==> src/rtl/bitstream_bit_server.sv <==
// Bit server between a byte source and the arithmetic decoder.
// Keeps an MSB-first bit buffer topped up from the byte source and serves
// variable-length reads (0..MAX_BITS bits) over a req/ack handshake.
// A read that can never be satisfied parks the block in a sticky EOS state.
module bitstream_bit_server #(
    parameter int MAX_BITS = 16,
    parameter int BUF_W    = 32
) (
    input  logic                clk,
    input  logic                rst,
    input  logic [7:0]          byte_data,
    input  logic                byte_valid,
    output logic                byte_req,
    input  logic                bits_req,
    input  logic [4:0]          bits_num,
    output logic                bits_ack,
    output logic [MAX_BITS-1:0] bits_data,
    output logic [5:0]          bits_avail,
    output logic                eos
);

    localparam int CNT_W = 6;
    localparam logic [CNT_W-1:0] REFILL_MAX = CNT_W'(BUF_W - 8);
    localparam logic [CNT_W-1:0] BUF_BITS   = CNT_W'(BUF_W);
    localparam logic [4:0]       MAX_N      = 5'(MAX_BITS);

    typedef enum logic [1:0] {
        S_IDLE = 2'd0,
        S_WAIT = 2'd1,
        S_ACK  = 2'd2,
        S_EOS  = 2'd3
    } state_t;

    state_t              state_q, state_d;
    logic [BUF_W-1:0]    bitbuf_q, bitbuf_d;
    logic [CNT_W-1:0]    count_q, count_d;
    logic [MAX_BITS-1:0] data_q, data_d;

    logic [4:0]          n_clamp;
    logic [CNT_W-1:0]    n_ext;
    logic                short_buf;
    logic                serve;
    logic [BUF_W-1:0]    shifted;
    logic [CNT_W-1:0]    cnt_post;

    // Clamp the request size and decide whether the buffer can cover it now.
    always_comb begin
        n_clamp   = (bits_num > MAX_N) ? MAX_N : bits_num;
        n_ext     = CNT_W'(n_clamp);
        short_buf = (count_q < n_ext);
    end

    // State register.
    always_ff @(posedge clk or posedge rst) begin
        if (rst) state_q <= S_IDLE;
        else     state_q <= state_d;
    end

    // Next-state logic; serve marks the edge at which a read is taken out.
    // WAIT re-evaluates every cycle while refills land; a dropped request
    // (protocol violation) simply falls back to IDLE with nothing consumed.
    always_comb begin
        state_d = state_q;
        serve   = 1'b0;
        case (state_q)
            S_IDLE, S_WAIT: begin
                if (!bits_req) begin
                    state_d = S_IDLE;
                end else if (!short_buf) begin
                    state_d = S_ACK;
                    serve   = 1'b1;
                end else if (byte_valid) begin
                    state_d = S_WAIT;
                end else begin
                    state_d = S_EOS;
                end
            end
            S_ACK:   state_d = S_IDLE;
            S_EOS:   state_d = S_EOS;
            default: state_d = S_IDLE;
        endcase
    end

    // Outputs: refill request is gated by reset so nothing is consumed while
    // the block is held; the threshold uses the pre-serve count, which keeps
    // the post-serve insertion point inside the buffer.
    always_comb begin
        byte_req = !rst && byte_valid && (count_q <= REFILL_MAX) && (state_q != S_EOS);
        bits_ack = (state_q == S_ACK);
        eos      = (state_q == S_EOS);
    end

    // Datapath: shift out the served bits first, then drop the new byte in
    // directly behind whatever remains. Bits below the fill level stay zero,
    // so OR-ing the byte in is safe.
    always_comb begin
        shifted  = serve ? (bitbuf_q << n_clamp) : bitbuf_q;
        cnt_post = serve ? (count_q - n_ext) : count_q;
        bitbuf_d = shifted;
        count_d  = cnt_post;
        if (byte_req) begin
            bitbuf_d = shifted | ({byte_data, {(BUF_W-8){1'b0}}} >> cnt_post);
            count_d  = cnt_post + CNT_W'(8);
        end
        // A shift by the full width yields zero, which covers the null read.
        data_d = serve ? MAX_BITS'(bitbuf_q >> (BUF_BITS - n_ext)) : data_q;
    end

    // Buffer, fill count and served-data registers.
    always_ff @(posedge clk or posedge rst) begin
        if (rst) begin
            bitbuf_q <= '0;
            count_q  <= '0;
            data_q   <= '0;
        end else begin
            bitbuf_q <= bitbuf_d;
            count_q  <= count_d;
            data_q   <= data_d;
        end
    end

    assign bits_data  = data_q;
    assign bits_avail = count_q;

endmodule

==> config.mk <==
export PLATFORM = sky130hd
export DESIGN_NAME = bitstream_bit_server
export DESIGN_NICKNAME = d
export VERILOG_FILES = /design/src/rtl/bitstream_bit_server.sv
export SDC_FILE = /design/constraint.sdc
export NUM_CORES = 1
export LEC_CHECK = 0
export BUFFER_PORTS_ARGS = -buffer_cell sky130_fd_sc_hd__buf_2
export CAP_MARGIN = 40
export CORE_MARGIN = 3
export CORE_UTILIZATION = 25
export CTS_CLUSTER_DIAMETER = 200
export DETAILED_ROUTE_END_ITERATION = 8
export HOLD_SLACK_MARGIN = 0.12
export PLACE_DENSITY = 0.4
export SLEW_MARGIN = 10
export SYNTH_ARGS = -nofsm -noshare
export SYNTH_HDL_FRONTEND = slang
export SYNTH_SLANG_ARGS = --single-unit
==> constraint.sdc <==
create_clock -name clk -period 7.9 [get_ports clk]
set_clock_uncertainty 0.2 [all_clocks]
set_input_delay 1.185 -clock clk [delete_from_list [all_inputs] [get_ports clk]]
set_output_delay 1.185 -clock clk [all_outputs]
set_load 0.02 [all_outputs]
==> impl_metrics.py, run 1 <==
metrics = {
    "logic_synthesis": {
        "post_synth.cell_area_avg_sq_um": 8.86,
        "synth-seq-area-share_pct": 22.5,
        "synthCells": 703,
        "synth_top_area_cell": "mux2i_1",
        "synth_edf_count": 0,
        "synthFlopType": "dfrtp_1",
        "async_flop_share_pct": 100,
        "synth_area_leaders": "mux2i_1 (24%), dfrtp_1 (22%), mux4_2 (7.2%)",
        "syn-cell-area_sq_um": 6230,
        "synthDistinctLibCells": 76,
        "synth-seq-cells": 56,
        "synthesis.nets": 728,
        "synth_top_area_share_pct": 24.3,
        "ys.warnings.count": 0,
    },
    "global_routing": {
        "grtUsageTotal_pct": 17.3,
        "grt_pass1_vias": 5905,
        "grt_max_degree": 56,
        "grt_overflow": 0,
        "grt_pass1_wl_mm": 36.3,
        "antenna_found_initial": 0,
    },
    "placement": {
        "portBuffers": 41,
        "placed_area_sq_um": 6720,
        "place_congestion": 0.909,
        "hpwl_mm": 17.6,
    },
    "cts": {
        "cts_sinks": 56,
        "numCtsBuffers": 5,
        "clock_path_buffers": 2,
        "htreeDepth": 2,
        "cts_tree": "yes",
        "root_buffer": "clkbuf_16",
        "cts_resized": 0,
        "clkSlewWorstSetupHoldPaths_ps": 90,
        "holdBufCountCts": 0,
        "cts_setup_buffers": 0,
        "clk_latency_ps": 310,
    },
    "floorplan": {
        "num_rows": 57,
        "design.core.area_sq_um": 24400,
        "die_w_um": 164,
        "initial_core_util_pct": 25.5,
        "dieArea_sq_um": 26900,
        "dieHeight_um": 164,
        "pin_count": 42,
    },
    "pwr": {
        "p_seq_share_pct": 40.0,
        "power.density_nw_per_um2": 108,
        "power.total_mw": 0.742,
        "power.internal_mw": 0.485,
        "clkPwrFrac_pct": 33.3,
        "p_leak_nw": 2.99,
        "combPwrFrac_pct": 26.7,
        "swShare_pct": 34.7,
        "p_sw_mw": 0.258,
        "peakVddDrop_mv": 0.0743,
    },
    "sta": {
        "finalHoldViolCount": 0,
        "worstMarginPinSlew_ps": 904,
        "holdWs_ps": 279,
        "final_max_slew_viol_count": 0,
        "timing.final.crit_share_pct": 71.5,
        "finalSetupViolations": 0,
        "fin_setup_tns_ps": 0,
        "rsz0062_at_grt": "no",
        "slew_headroom_pct": 39.6,
        "min_period_ps": 5650,
        "fmax_ghz": 0.177,
    },
    "routing": {
        "first_iter_violations": 584,
        "vias": 5830,
        "wire_per_inst_um": 22.0,
        "routed_wl_mm": 22.8,
        "drc": 0,
        "first_pass_iters": 6,
        "ant_nets": 0,
        "vias_per_cell": 5.64,
    },
    "setup_path": {
        "cp_max_fo": 41,
        "required_ps": 7900,
        "worstSetupEndpointType": "register",
        "cp.arrival_ps": 5650,
        "critical_path_class": "in2reg",
        "rrSetupSlack_ps": 2920,
        "start_kind": "input port",
    },
    "hold_path": {
        "hp-class": "reg2reg",
    },
    "finish": {
        "area_growth_syn_to_layout_pct": 10.3,
        "n_antenna_cell": 0,
        "nFillCells": 2640,
        "drive_gt1_share_pct": 14.8,
        "layout.nets": 734,
        "stdcell_area_sq_um": 6870,
    },
    "status": {
        "outcome": "finished, final reports clean",
    },
    "job": {
        "maxCapViolCount": 0,
    },
}
cells in the mapped netlist (all sizes together), types with 4 or more instances:
library cell and count:
mux2i 151, o22ai 6, nor2 42, mux4 20
a2111oi 4, nand2 74, a21oi 25, o221ai 5
clkbuf 28, a222oi 8, nand2b 13, ha 7
and3 14, buf 27, o31ai 4, dfrtp 56
a311o 4, nand3 22, nor3 13, a221oi 14
a22o 6, and2 8, o21ai 30, inv 23
o211ai 11, a22oi 13, xor2 4, a211oi 6
a311oi 8, or3 6, o311ai 4
power groups by stage:
stage	Clock [mW]	Combinational (mW)	Sequential (mW)
6_report	0.247	0.198	0.297
5_1_grt	0.265	0.213	0.298
4_1_cts	0.255	0.197	0.297
3_5_place_dp	0	0.197	0.302
3_3_place_gp	0	0.193	0.303
2_1_floorplan	0	0.146	0.300
logic make-up after synthesis:
| group | Yosys count | synth area share [%] |
|---|---|---|
| muxes | 172 | 31.7 |
| DFF | 56 | 22.5 |
| adders and majority gates | 8 | 1.73 |
| AOI/OAI and AO/OA | 176 | 21.7 |
| buffers and inverters | 81 | 5.94 |
| and+or+nand+nor | 203 | 15.3 |
| xor gates and xnor gates | 7 | 1.10 |
final cells by class:
cell class / instances / area, sq um / area share [%]
Multi-Input combinational cell: 566 / 4490 / 65.3
Sequential cell: 56 / 1400 / 20.4
Tap cell: 324 / 405 / 5.90
Timing Repair Buffer: 54 / 330 / 4.81
Clock buffer: 5 / 125 / 1.82
Inverter: 26 / 97.6 / 1.42
Clock inverter: 3 / 26.3 / 0.382
cell usage in the layout (no fill, tap or decap), types with 8 or more instances in the layout:
master,count
mux4_2,20
nand2b_1,11
mux2i_1,151
inv_1,19
nor2_1,40
o211ai_1,11
a221oi_1,14
o21ai_0,29
nand3_1,22
buf_2,41
nand2_1,74
nor3_1,13
a21oi_1,24
a22oi_1,13
buf_4,10
a222oi_1,8
dfrtp_1,56
and3_1,14
worst paths after layout:
kind / cells after the start / startpoint / to
max in group asynchronous: 3 / rst / bitbuf_q[20]$_DFF_PP0_
min: 2 / bits_data[6]$_DFFE_PP0N_ / bits_data[6]$_DFFE_PP0N_
min reg2reg: 2 / bits_data[6]$_DFFE_PP0N_ / bits_data[6]$_DFFE_PP0N_
max reg2reg: 10 / bits_avail[0]$_DFF_PP0_ / bitbuf_q[31]$_DFF_PP0_
min in group asynchronous: 2 / rst / bits_avail[5]$_DFF_PP0_
max: 12 / bits_num[4] / bitbuf_q[31]$_DFF_PP0_
flip-flops by register name, indices dropped and copies added (netlist names), named ones only:
register	count
bits_data	16
bits_avail	6
bitbuf_q	32
state_q	1
routing by layer:
layer | GRT usage (%) | share of wire (%) | up-vias
met5 | 0 | 0 | -
met4 | 4.88 | 2.2 | 0
met3 | 2.35 | 4.1 | 31
met2 | 28.5 | 48 | 180
met1 | 23.7 | 46 | 2906
li1 | - | - | 2713
worst max-delay path: stages:
cell      delay [ps]
buf_2            410
nor2b_4           60
buf_4            320
ha_1             310
fa_1             440
nand2b_4         190
a211o_2          470
nand2_1          710
mux2i_1          550
inv_2            220
or2_0            420
o31ai_1          350
through the flow:
| step | setup WS (ps) | std cells | utilization, % |
|---|---|---|---|
| floorplan | 2950 | 703 | - |
| global placement | 1950 | 1022 | 27.3 |
| detailed placement | 1930 | 1026 | 27.6 |
| CTS | 2260 | 1034 | 28.2 |
| global route | 1930 | 1034 | 28.2 |
| finish | 2250 | 1034 | 28.2 |
Note: power is estimated with default switching activity, not from simulation.
==> run 2: changes to the inputs <==
- clock period: 7.9 -> 5.45 ns (I/O delays scaled with it)
==> run 2 against run 1 <==
  * Power rose by 46%
  * Non-clock buffer count rose by 8
  * First-iteration DRC count fell by 10%
  * Largest power group unchanged
==> impl_metrics.py, run 2 (synthesis results as in run 1) <==
metrics = {
    "status": {
        "outcome": "finished, final reports clean",
    },
    "sta": {
        "slew_headroom_pct": 45.7,
        "rsz0062_at_grt": "no",
        "fmax_ghz": 0.229,
        "finalSetupViolations": 0,
        "finalHoldViolCount": 0,
        "worstMarginPinSlew_ps": 812,
        "min_period_ps": 4360,
        "final.setup.worst_slack_ps": 1090,
        "holdWs_ps": 283,
        "timing.final.crit_share_pct": 80.1,
        "fin_setup_tns_ps": 0,
        "final_max_slew_viol_count": 0,
    },
    "placement": {
        "place_congestion": 0.955,
        "hpwl_mm": 18.1,
        "dpl_worst_slack_ps": 919,
        "placed_area_sq_um": 6760,
        "portBuffers": 41,
        "placedCellCount": 1034,
    },
    "cts": {
        "htreeDepth": 2,
        "clk_latency_ps": 320,
        "cts_tree": "yes",
        "numCtsBuffers": 5,
        "root_buffer": "clkbuf_16",
        "holdBufCountCts": 0,
        "clock_path_buffers": 2,
        "cts_resized": 0,
        "cts_sinks": 56,
        "cts_setup_buffers": 0,
        "clkSlewWorstSetupHoldPaths_ps": 90,
    },
    "floorplan": {
        "dieHeight_um": 164,
        "pin_count": 42,
        "initial_core_util_pct": 25.5,
        "design.core.area_sq_um": 24400,
        "num_rows": 57,
        "dieArea_sq_um": 26900,
        "die_w_um": 164,
    },
    "hold_path": {
        "hp-class": "reg2reg",
    },
    "pwr": {
        "p_leak_nw": 3.02,
        "power.density_nw_per_um2": 157,
        "power.total_mw": 1.08,
        "peakVddDrop_mv": 0.117,
    },
    "setup_path": {
        "worst-path-stages": 11,
        "rrSetupSlack_ps": 1090,
        "cp_slowest_cell": "dfrtp_1",
        "r2r_start": "bits_avail[0]$_DFF_PP0_",
        "start_kind": "register",
        "cp_max_fo": 15,
        "required_ps": 5480,
        "r2r_cells": 11,
        "startpoint": "bits_avail[0]$_DFF_PP0_",
        "crit_path_cell_trace": "clkinv_1 -> ha_1 -> fa_1 -> nand2b_4 -> a211o_2 -> nand2_1 -> mux2i_1 -> inv_2 -> or2_1 -> or3_1 -> o211ai_1",
        "crit_path_end": "bitbuf_q[15]$_DFF_PP0_",
        "worstSetupEndpointType": "register",
        "critical_path_class": "reg2reg",
        "cp.arrival_ps": 4390,
        "critical_path.top_delay_family": "simple AND/OR/NAND/NOR gates",
        "critPathMaxStageDelay_ps": 580,
        "worstReg2RegEnd": "bitbuf_q[15]$_DFF_PP0_",
        "path_buf_inv": 2,
    },
    "routing": {
        "met2_length_mm": 11.0,
        "vias": 5852,
        "met1_length_mm": 10.8,
        "wl_met3_um": 803,
        "ant_nets": 0,
        "drc": 0,
        "routed_wl_mm": 23.2,
        "first_pass_iters": 5,
        "first_iter_violations": 524,
        "dr.max_layer_used": "met4",
        "wire_per_inst_um": 22.2,
        "vias_per_cell": 5.62,
    },
    "finish": {
        "largest_reg_flops": 32,
        "drive_gt1_share_pct": 15.7,
        "layout.nets": 742,
        "largest-register": "bitbuf_q",
        "stdcell_area_sq_um": 6910,
        "final_cell_mix": "mux2i_1 (151), nand2_1 (74), dfrtp_1 (56), buf_2 (41), nor2_1 (40)",
        "final_common_cell": "mux2i_1",
        "n_antenna_cell": 0,
        "utilization_pct": 28.3,
        "layout.cells.non_filler": 1042,
        "nFillCells": 2616,
        "area_growth_syn_to_layout_pct": 10.9,
    },
    "global_routing": {
        "grt_max_degree": 41,
        "grtUsageTotal_pct": 17.3,
        "grt_pass1_wl_mm": 36.1,
        "grt_overflow": 0,
        "grt_pass1_vias": 5899,
        "antenna_found_initial": 0,
    },
    "job": {
        "maxCapViolCount": 0,
    },
}
## run 2: routing by layer
metal | GRT usage, % | vias up
met5 | 0 | -
met4 | 4.50 | 0
met3 | 1.92 | 30
met2 | 29.0 | 163
met1 | 23.6 | 2949
li1 | - | 2710
## run 2: worst min-delay path by stage
stage,start,slack [ps],cells after the start,to
after floorplan,bitbuf_q[0]$_DFF_PP0_,300,2,bitbuf_q[0]$_DFF_PP0_
after global placement,bits_data[6]$_DFFE_PP0N_,260,2,bits_data[6]$_DFFE_PP0N_
after detailed placement,bits_data[6]$_DFFE_PP0N_,270,2,bits_data[6]$_DFFE_PP0N_
after CTS,bits_data[6]$_DFFE_PP0N_,290,2,bits_data[6]$_DFFE_PP0N_
after global routing,bits_data[6]$_DFFE_PP0N_,300,2,bits_data[6]$_DFFE_PP0N_
final,bits_data[6]$_DFFE_PP0N_,280,2,bits_data[6]$_DFFE_PP0N_
## run 2: cell type report
class	instances	area [sq um]	area share, %
Clock buffer	5	125	1.81
Clock inverter	3	26.3	0.380
Inverter	26	97.6	1.41
Multi-Input combinational cell	566	4490	64.9
Sequential cell	56	1400	20.3
Tap cell	324	405	5.87
Timing Repair Buffer	62	367	5.31
## run 2: power breakdown
group / switching, mW / internal, mW / leakage [nW]
clock network: 0.191 / 0.175 / 0.0680
registers: 0.0112 / 0.419 / 0.755
logic: 0.178 / 0.107 / 2.20
## run 2: worst register-to-register path, cell delays in order, from the launching register on
cell      delay, ps
dfrtp_1         580
clkinv_1        410
ha_1            360
fa_1            430
nand2b_4        200
a211o_2         480
nand2_1         150
mux2i_1         470
inv_2           210
or2_1           370
or3_1           340
o211ai_1         90
==> run 3: changes to the inputs <==
- ABC_AREA: default -> 1
- clock period: 5.45 -> 4.3 ns (I/O delays scaled with it)
==> run 3 against run 2 <==
  * Final cell count grew 31%
  * Register-to-register slack lost 430 ps
  * Synthesized cell count is 48% higher
  * Global-route usage up 0.17 points
  * Non-clock buffer count down 2
  * Via count grew 13%
  * Sequential cell count stayed put
  * Synthesized area decreased by 2.0%
  * Utilization is 0.30 points lower
  * Clock-buffer cell count unchanged
==> impl_metrics.py, run 3 <==
metrics = {
    "floorplan": {
        "initial_core_util_pct": 25.7,
        "design.core.area_sq_um": 23800,
        "die_w_um": 162,
        "dieHeight_um": 162,
        "pin_count": 42,
        "num_rows": 56,
        "dieArea_sq_um": 26300,
    },
    "placement": {
        "portBuffers": 41,
        "hpwl_mm": 18.7,
        "placed_area_sq_um": 6510,
        "placedCellCount": 1360,
        "place_congestion": 0.895,
    },
    "sta": {
        "rsz0062_at_grt": "no",
        "finalHoldViolCount": 0,
        "fin_setup_tns_ps": 0,
        "timing.final.crit_share_pct": 84.8,
        "min_period_ps": 3650,
        "finalSetupViolations": 0,
        "slew_headroom_pct": 49.0,
        "worstMarginPinSlew_ps": 764,
        "final_max_slew_viol_count": 0,
        "fmax_ghz": 0.274,
        "holdWs_ps": 272,
    },
    "setup_path": {
        "worstSetupEndpointType": "register",
        "cp_max_fo": 12,
        "critical_path_class": "reg2reg",
        "start_kind": "register",
        "required_ps": 4350,
        "cp.arrival_ps": 3690,
    },
    "logic_synthesis": {
        "synth_edf_count": 0,
        "synth_area_leaders": "nand2_1 (24%), dfrtp_1 (23%), o21ai_0 (10%)",
        "synth-seq-cells": 56,
        "synth-seq-area-share_pct": 22.9,
        "synthCells": 1040,
        "synthDistinctLibCells": 45,
        "synth_top_area_cell": "nand2_1",
        "synth.most_common_cell": "nand2_1",
        "synth_top_area_share_pct": 24.0,
        "syn-cell-area_sq_um": 6110,
        "synthFlopType": "dfrtp_1",
        "synth.top_cells.by_count": "nand2_1 (391), o21ai_0 (123), nand3_1 (106)",
        "ys.warnings.count": 0,
        "synthesis.nets": 1065,
        "post_synth.cell_area_avg_sq_um": 5.87,
        "async_flop_share_pct": 100,
    },
    "cts": {
        "clock_path_buffers": 2,
        "cts_setup_buffers": 0,
        "cts_resized": 0,
        "holdBufCountCts": 0,
        "numCtsBuffers": 5,
        "clk_latency_ps": 320,
        "cts_sinks": 56,
        "cts_tree": "yes",
        "root_buffer": "clkbuf_16",
        "clkSlewWorstSetupHoldPaths_ps": 80,
        "htreeDepth": 2,
    },
    "finish": {
        "final_cell_mix": "nand2_1 (391), o21ai_0 (123), nand3_1 (106), inv_1 (81), dfrtp_1 (56)",
        "largest_reg_flops": 32,
        "area_growth_syn_to_layout_pct": 9.01,
        "drive_gt1_share_pct": 10.6,
        "layout.cells.non_filler": 1368,
        "final_common_cell": "nand2_1",
        "n_antenna_cell": 0,
        "largest-register": "bitbuf_q",
        "layout.nets": 1073,
        "stdcell_area_sq_um": 6660,
    },
    "global_routing": {
        "grt_max_degree": 78,
        "grt_pass1_wl_mm": 36.1,
        "grtUsageTotal_pct": 17.4,
        "antenna_found_initial": 0,
        "grt_overflow": 0,
        "grt_pass1_vias": 6362,
    },
    "routing": {
        "vias": 6635,
        "drc": 0,
        "vias_per_cell": 4.85,
        "ant_nets": 0,
        "wire_per_inst_um": 16.6,
        "routed_wl_mm": 22.8,
        "first_iter_violations": 480,
        "first_pass_iters": 6,
    },
    "pwr": {
        "power.internal_mw": 0.915,
        "peakVddDrop_mv": 0.135,
        "clkPwrFrac_pct": 29.3,
        "combPwrFrac_pct": 33.5,
        "power.density_nw_per_um2": 228,
        "p_sw_mw": 0.600,
        "p_leak_nw": 3.26,
        "p_seq_share_pct": 37.2,
        "swShare_pct": 39.6,
    },
    "job": {
        "maxCapViolCount": 0,
    },
    "hold_path": {
        "hp-class": "reg2reg",
    },
    "status": {
        "outcome": "finished, final reports clean",
    },
}
## run 3: cell types whose count changed after synthesis, sizes merged, moves of 13 or more
cell    change
a221oi     -14
and3       -14
inv        +68
mux2i     -141
mux4       -20
nand2     +331
nand2b     -13
nand3      +88
nand4      +18
o21ai     +145
## run 3: kinds of logic after synthesis
group / share of synthesized area, %
AO/OA/AOI/OAI: 20.3
XOR/XNOR: 0.574
adder cells (fa/ha/maj): 1.76
buffers and inverters: 11.4
flip-flops: 22.9
multiplexers: 1.64
AND/OR/NAND/NOR: 41.3
## run 3: cell type report
cell class / count / area [sq um]
tap: 319 / 399
multi-input combinational: 834 / 4010
inverter: 91 / 349
clock inverter: 3 / 26.3
fill: 2748 / 17100
clock buffer: 5 / 125
sequential: 56 / 1400
timing repair buffer: 60 / 348
## run 3: power by group through the flow
stage | Sequential, mW | Clock (mW) | Combinational [mW]
after floorplan | 0.576 | 0 | 0.371
after global placement | 0.574 | 0 | 0.515
after detailed placement | 0.574 | 0 | 0.508
after CTS | 0.563 | 0.460 | 0.510
after global routing | 0.566 | 0.481 | 0.581
final | 0.563 | 0.445 | 0.507
## run 3: path summary, 6_finish.rpt
path	start	endpoint	slack (ps)	cells after the start
setup / recovery	bits_avail[0]$_DFF_PP0_	bits_data[10]$_DFFE_PP0N_	650	15
hold / removal	bits_data[8]$_DFFE_PP0N_	bits_data[8]$_DFFE_PP0N_	270	2
setup reg to reg	bits_avail[0]$_DFF_PP0_	bits_data[10]$_DFFE_PP0N_	650	15
hold reg to reg	bits_data[8]$_DFFE_PP0N_	bits_data[8]$_DFFE_PP0N_	270	2
max in group asynchronous	rst	bitbuf_q[7]$_DFF_PP0_	3000	3
min in group asynchronous	rst	bits_data[15]$_DFFE_PP0N_	380	3
## run 3: worst max-delay path: stages (launching register included)
cell     delay (ps)
dfrtp_1         500
inv_1           180
ha_1            270
fa_1            430
inv_1            80
nand2_1          50
nand2_1          90
nand3_2         100
nand2_2         120
nand2_2         250
buf_4           270
a21oi_2         450
inv_1           210
a21oi_1         190
nand3_1         100
nand2_1          70
## run 3: layer usage
layer / track usage (%) / wire (um) / vias to the layer above
li1: - / - / 3443
met1: 23.8 / 10700 / 3010
met2: 29.0 / 10600 / 150
met3: 1.81 / 871 / 32
met4: 5.47 / 583 / 0
met5: 0 / 0 / -
## run 3: metrics by stage
stage	setup slack, ps	utilization, %	power, mW
after floorplan	918	-	0.947
after global placement	466	27.4	1.09
after detailed placement	416	27.4	1.08
after CTS	652	28.0	1.53
after global routing	419	28.0	1.63
final	652	28.0	1.52
